--- config.mk ---
export PLATFORM = sky130hd
export DESIGN_NAME = bus_arbiter
export DESIGN_NICKNAME = d
export VERILOG_FILES = /design/src/rtl/arb_pkg.sv /design/src/rtl/arb_rr_pick.sv /design/src/rtl/bus_arbiter.sv
export SDC_FILE = /design/constraint.sdc
export NUM_CORES = 1
export LEC_CHECK = 0
export ABC_AREA = 1
export ABC_CLOCK_PERIOD_IN_PS = 2800
export CAP_MARGIN = 20
export CORE_AREA = 5 5 114 116
export CTS_BUF_LIST = sky130_fd_sc_hd__clkbuf_8
export CTS_CLUSTER_DIAMETER = 100
export DETAILED_ROUTE_END_ITERATION = 6
export DIE_AREA = 0 0 119 121
export SKIP_CTS_REPAIR_TIMING = 1
export SLEW_MARGIN = 10
export SYNTH_ARGS = -nofsm -noshare
export SYNTH_HDL_FRONTEND = slang
export SYNTH_SLANG_ARGS = --single-unit
--- constraint.sdc ---
create_clock -name clk -period 2.8 [get_ports clk]
set_clock_uncertainty 0.2 [all_clocks]
set_input_delay 0.7 -clock clk [delete_from_list [all_inputs] [get_ports clk]]
set_output_delay 0.7 -clock clk [all_outputs]
set_load 0.02 [all_outputs]
--- src/rtl/arb_pkg.sv ---
// arb_pkg
//   Shared definitions for the two-master bus arbiter: the FSM state
//   encoding, master identifiers and the saturating tenure-counter helper.
package arb_pkg;

   // Arbiter FSM states; the unused encoding 2'd3 is treated as illegal
   // and steers back to IDLE.
   typedef enum logic [1:0] {
      IDLE = 2'd0,
      OWN0 = 2'd1,
      OWN1 = 2'd2
   } arb_state_e;

   // Master identifiers, also the encoding of the 'last' register.
   localparam logic M0 = 1'b0;
   localparam logic M1 = 1'b1;

   // Increment an 8-bit beat counter, holding at 255.
   function automatic logic [7:0] sat_inc8(input logic [7:0] v);
      logic [7:0] r;
      if (v == 8'd255) begin
         r = v;
      end else begin
         r = v + 8'd1;
      end
      return r;
   endfunction

endpackage

--- src/rtl/arb_rr_pick.sv ---
// arb_rr_pick
//   Combinational two-way round-robin selector.
//   Ports:
//     req[1:0] - request vector (bit 0 = master 0, bit 1 = master 1)
//     last     - master granted most recently
//     pick     - selected master ID (only meaningful when any=1)
//     any      - at least one request is present
module arb_rr_pick
   import arb_pkg::*;
(
   input  logic [1:0] req,
   input  logic       last,
   output logic       pick,
   output logic       any
);

   // On a tie the master that did not go last wins.
   always_comb begin
      any  = |req;
      pick = M0;
      case (req)
         2'b01:   pick = M0;
         2'b10:   pick = M1;
         2'b11:   pick = ~last;
         default: pick = M0;
      endcase
   end

endmodule

--- src/rtl/bus_arbiter.sv ---
// bus_arbiter
//   Two-master round-robin arbiter in front of the SoC bridge. Master 0 is
//   the CPU data port, master 1 the DMA/debug loader. A tenure is cut short
//   after MAX_BURST beats when the other master is waiting. The bus carries
//   zeros (and Bus_wen=0) whenever no granted master is issuing a beat.
//   Ports:
//     clk, rst_n               - clock, asynchronous active-low reset
//     mX_req/addr/wen/wdata    - master X beat request
//     mX_gnt                   - master X owns the bus this cycle
//     mX_ack, mX_rdata         - beat completed, read data (0 unless ack)
//     Bus_addr/wen/wdata       - to the bridge
//     Bus_rdata                - combinational read data from the bridge
module bus_arbiter
   import arb_pkg::*;
#(
   parameter int unsigned MAX_BURST = 4,
   parameter int unsigned AW        = 32,
   parameter int unsigned DW        = 32
) (
   input  logic          clk,
   input  logic          rst_n,
   input  logic          m0_req,
   input  logic [AW-1:0] m0_addr,
   input  logic          m0_wen,
   input  logic [DW-1:0] m0_wdata,
   input  logic          m1_req,
   input  logic [AW-1:0] m1_addr,
   input  logic          m1_wen,
   input  logic [DW-1:0] m1_wdata,
   output logic          m0_gnt,
   output logic          m1_gnt,
   output logic          m0_ack,
   output logic          m1_ack,
   output logic [DW-1:0] m0_rdata,
   output logic [DW-1:0] m1_rdata,
   output logic [AW-1:0] Bus_addr,
   output logic          Bus_wen,
   output logic [DW-1:0] Bus_wdata,
   input  logic [DW-1:0] Bus_rdata
);

   arb_state_e state_q, state_d;
   logic       last_q, last_d;
   logic [7:0] beats_q, beats_d;

   logic [1:0] pick_req_s;
   logic       pick_s;
   logic       any_s;
   logic       own_req_s;
   logic       limit_s;

   // Candidate requests for the picker: everyone in IDLE, only the
   // non-owner while a tenure is in progress (handover target).
   always_comb begin
      pick_req_s = 2'b00;
      own_req_s  = 1'b0;
      case (state_q)
         IDLE: begin
            pick_req_s = {m1_req, m0_req};
            own_req_s  = 1'b0;
         end
         OWN0: begin
            pick_req_s = {m1_req, 1'b0};
            own_req_s  = m0_req;
         end
         OWN1: begin
            pick_req_s = {1'b0, m0_req};
            own_req_s  = m1_req;
         end
         default: begin
            pick_req_s = 2'b00;
            own_req_s  = 1'b0;
         end
      endcase
   end

   arb_rr_pick u_pick (
      .req  (pick_req_s),
      .last (last_q),
      .pick (pick_s),
      .any  (any_s)
   );

   // Burst limit counts the beat happening in the current cycle; 9 bits so
   // beats_q=255 cannot wrap.
   assign limit_s = (({1'b0, beats_q} + 9'd1) >= 9'(MAX_BURST));

   // Next-state logic: tenure entry clears beats and records the new owner.
   always_comb begin
      state_d = state_q;
      last_d  = last_q;
      beats_d = beats_q;
      case (state_q)
         IDLE: begin
            if (any_s) begin
               state_d = pick_s ? OWN1 : OWN0;
               last_d  = pick_s;
               beats_d = 8'd0;
            end else begin
               state_d = IDLE;
            end
         end
         OWN0, OWN1: begin
            if (own_req_s && !(any_s && limit_s)) begin
               // Owner keeps the bus for another cycle.
               beats_d = sat_inc8(beats_q);
            end else if (any_s) begin
               // Voluntary release or burst limit with the other waiting:
               // hand over directly, no idle bubble.
               state_d = pick_s ? OWN1 : OWN0;
               last_d  = pick_s;
               beats_d = 8'd0;
            end else begin
               state_d = IDLE;
            end
         end
         default: begin
            state_d = IDLE;
         end
      endcase
   end

   // State, last-owner and beat-count registers.
   always_ff @(posedge clk or negedge rst_n) begin
      if (!rst_n) begin
         state_q <= IDLE;
         last_q  <= M1;
         beats_q <= 8'd0;
      end else begin
         state_q <= state_d;
         last_q  <= last_d;
         beats_q <= beats_d;
      end
   end

   // Bus mux and ack/rdata steering, decoded from the current owner so an
   // asynchronous reset silences the bus immediately.
   always_comb begin
      m0_gnt    = 1'b0;
      m1_gnt    = 1'b0;
      m0_ack    = 1'b0;
      m1_ack    = 1'b0;
      m0_rdata  = '0;
      m1_rdata  = '0;
      Bus_addr  = '0;
      Bus_wen   = 1'b0;
      Bus_wdata = '0;
      case (state_q)
         OWN0: begin
            m0_gnt = 1'b1;
            if (m0_req) begin
               m0_ack    = 1'b1;
               m0_rdata  = Bus_rdata;
               Bus_addr  = m0_addr;
               Bus_wen   = m0_wen;
               Bus_wdata = m0_wdata;
            end else begin
               m0_ack = 1'b0;
            end
         end
         OWN1: begin
            m1_gnt = 1'b1;
            if (m1_req) begin
               m1_ack    = 1'b1;
               m1_rdata  = Bus_rdata;
               Bus_addr  = m1_addr;
               Bus_wen   = m1_wen;
               Bus_wdata = m1_wdata;
            end else begin
               m1_ack = 1'b0;
            end
         end
         default: begin
            m0_gnt = 1'b0;
            m1_gnt = 1'b0;
         end
      endcase
   end

endmodule
==> results.md, run 1 <==
- Total length of routed met2 wires: 8540 microns
- CP startpoint: state_q[0]
- Sw Ratio: 0.547
- Ports: 299
- Critical Path Sink Type: output pin
- Row count: 40
- Most common cell on crit path: buf_4
- R2R depth: 12
- Gate power share: 0.884
- Die ar.: 14,400 sq um
- Worst path required time: 1.90 ns
- Dominant cell type by area after synthesis: nand2_1
- Syn Nets: 642
- Largest cells by area after synthesis: nand2_1 (32%), a21oi_1 (15%), nor2_1 (13%), dfrtp_1 (11%), inv_1 (8.7%)
- Sequential-to-total area share from yosys stat: 0.123
- Fin crit period: 2.72 ns
- Crit path DAT: 1.82 ns
- Cells after synthesis: 470
- VDD IR max: 0.237 mV
- Slew Limit Fails: 0
- Clk sinks: 11
- Mapped Area: 2250 sq um
- Final nets: 945
- Area Overhead vs Synth: 162%
- FFs w/ async S/R, synth: 1.00
- Leak: 0.00361 uW
- FF+latch count, synth: 11
- Number of distinct library cells after synthesis: 26
- Slew HR: 0.644
- RSZ-0062 raised after global routing: false
- CP delay by family, top: buffers and inverters
- Input/output buffers: 298
- Kind of critical path: reg -> out
- First-pass GRT wire length: 21,400 microns
- DR iter-0 viols: 161
- Htree depth: 1
- Worst R2R Setup Slack: 0.58 ns
- Final setup violation count: 0
- Root Buffer: clkbuf_8
- DP Area: 5660 sq um
- Layout cells sized above 1: 0.215
- Die W: 119 microns
- Top cell type's share of synthesized area: 0.324
- Largest stage delay, worst path: 0.39 ns
- Min-Delay Endpoint: last_q
- Max Clock Freq: 368 MHz
- Met1 wire length: 6100 microns
- Synth warn: 0
- Top-count cell post-synth: nand2_1
- DR WL met3: 1090 microns
- Internal: 1470 uW
- Hold Path Class: reg -> reg
- Worst Path Buf+Inv: 5
- R2R Path End: beats_q[4]
- DR vias/cell: 4.39
- Number of max-cap violations: 0
- DP HPWL: 12,300 microns
- Crit Path Max Fanout: 25
- Vias in the first global route: 3,976
- TritonCTS Buffers: 3
- Flop pwr share: 0.066
- Status: finished, final reports clean
- Min-delay src: last_q
- Critical R2R Launch: state_q[0]
- Total GRT Usage: 0.184
- CTS tree: yes
- Gr ovfl total: 0
- Post-route ant nets: 0
- Via count: 4,041
- DRC Markers: 0
- Crit path max-delay cell type: dfrtp_1
- CTS clk-pin slew, worst paths: 0.05 ns
- Main flop type after synthesis: dfrtp_1
- Routability cong.: 0.909
- Setup_tns: 0 ns
- Power, Total: 3250 uW
- Die H: 121 microns
- WL final: 16,000 microns
- Top cells by count, synth: nand2_1 (194), nor2_1 (76), a21oi_1 (66)
- Post-synth EDFFs: 0
- Core area: 11,800 sq um
- Largest net degree at the start of global routing: 37
- Worst-margin pin slew: 0.533 ns
- Hold path depth: 2
- CP Launch Type: register
- Initial Util: 0.190
- CTS Buffer Depth: 2
- Skew-Pair Late Insertion Delay: 0.25 ns
- Power Dens Cells: 552 nW/um^2
- Post-synthesis area per instance: 4.78 sq um
- Final instance area: 5890 sq um
- WL per Instance: 17.3 microns
- NetSw: 1780 uW
- Top sig layer: met4
- Fin crit share: 0.971
- Initial antenna violation count: 1
- Clk network pwr share: 0.050
- Initial DRT Pass Iterations: 4
- Final hold violations: 0
- Cells along the critical path: inv_1 > buf_4 > ha_1 > inv_2 > buf_12 > a21oi_1 > buf_4
[worst max-delay path by stage]
stage / end / slack, ns / depth (start not counted)
final: Bus_addr[6] / 0.08 / 7
after global routing: Bus_addr[22] / 0.02 / 7
after CTS: Bus_addr[3] / -0.66 / 7
after detailed placement: Bus_addr[3] / -0.64 / 7
after global placement: Bus_addr[3] / -0.66 / 7
after floorplan: Bus_addr[15] / 0.002 / 7
[placed cells by master (no fill, tap or decap), types with 18 or more instances in the layout]
| master | instances |
|---|---|
| clkdlybuf4s50_1 | 165 |
| buf_4 | 24 |
| a21oi_2 | 46 |
| dlymetal6s2s_1 | 63 |
| inv_1 | 50 |
| buf_2 | 18 |
| clkbuf_2 | 33 |
| a21oi_1 | 21 |
| nand2_1 | 191 |
| nor2_1 | 76 |
[logic make-up (layout without fill, tap and decap cells)]
| group | Yosys count | count (layout) | share of synthesized area |
|---|---|---|---|
| fa+ha+maj | 6 | 6 | 0.0334 |
| compound gates | 72 | 72 | 0.165 |
| xor+xnor | 1 | 1 | 0.00390 |
| buf+inv | 83 | 385 | 0.144 |
| simple gates | 297 | 297 | 0.531 |
| flops | 11 | 11 | 0.123 |
| other cells | 0 | 1 | 0 |
[state kept, by name, indices dropped and copies added, names as in the netlist]
name and count:
beats_q 8, last_q 1, state_q 2
[power by group through the flow]
| stage | Clock, uW | Combinational [uW] | Sequential, uW |
|---|---|---|---|
| 2_1_floorplan | 0 | 1410 | 210 |
| 3_5_place_dp | 0 | 2750 | 215 |
| 6_report | 161 | 2870 | 216 |
| 4_1_cts | 165 | 2760 | 215 |
| 3_3_place_gp | 0 | 2750 | 217 |
| 5_1_grt | 171 | 3090 | 217 |
[metrics by stage]
| step | hold WS, ns | setup WS (ns) | cells | utilization |
|---|---|---|---|---|
| after floorplan | 0.204 | 0.00212 | 470 | - |
| after global placement | 0.263 | -0.657 | 903 | 0.479 |
| after detailed placement | 0.268 | -0.639 | 903 | 0.479 |
| final | 0.274 | 0.0822 | 920 | 0.499 |
| after global routing | 0.299 | 0.0232 | 920 | 0.499 |
| after CTS | 0.272 | -0.664 | 907 | 0.483 |
[routing by layer]
layer  global-route usage  up-vias
met1                0.216     1840
met3               0.0420       17
met4               0.0340        0
met2                0.344      145
li1                     -     2039
met5                    0        -
[layout make-up]
cell class                      count  area (sq um)
Multi-Input combinational cell    376          1830
Inverter                           53           216
Timing Repair inverter              1          11.3
Clock inverter                      1          3.75
Antenna cell                        1          2.50
Fill cell                        1205          5920
Tap cell                          147           184
Timing Repair Buffer              327          3320
Clock buffer                        3          41.3
Sequential cell                    11           277
[worst min-delay path, cell delays in order (launching register included)]
cell	delay (ns)
dfstp_2	0.37
nand2_1	0.05
o21ai_1	0.05
(Power assumes the default switching activity.)
==> run 2: changes to the inputs <==
--- a/config.mk
+++ b/config.mk
@@ -14,7 +14,6 @@
 export DETAILED_ROUTE_END_ITERATION = 6
 export DIE_AREA = 0 0 119 121
 export SKIP_CTS_REPAIR_TIMING = 1
-export SLEW_MARGIN = 10
 export SYNTH_ARGS = -nofsm -noshare
 export SYNTH_HDL_FRONTEND = slang
 export SYNTH_SLANG_ARGS = --single-unit
==> results of run 2 <==
Same layout as run 1: the final DEF is identical, and so are final timing and power.
==> run 3: changes to the inputs <==
--- a/config.mk
+++ b/config.mk
@@ -14,6 +14,7 @@
 export DETAILED_ROUTE_END_ITERATION = 6
 export DIE_AREA = 0 0 119 121
 export SKIP_CTS_REPAIR_TIMING = 1
+export SLEW_MARGIN = 10
 export SYNTH_ARGS = -nofsm -noshare
 export SYNTH_HDL_FRONTEND = slang
 export SYNTH_SLANG_ARGS = --single-unit
==> results of run 3 <==
Same layout as run 1: the final DEF is identical, and so are final timing and power.
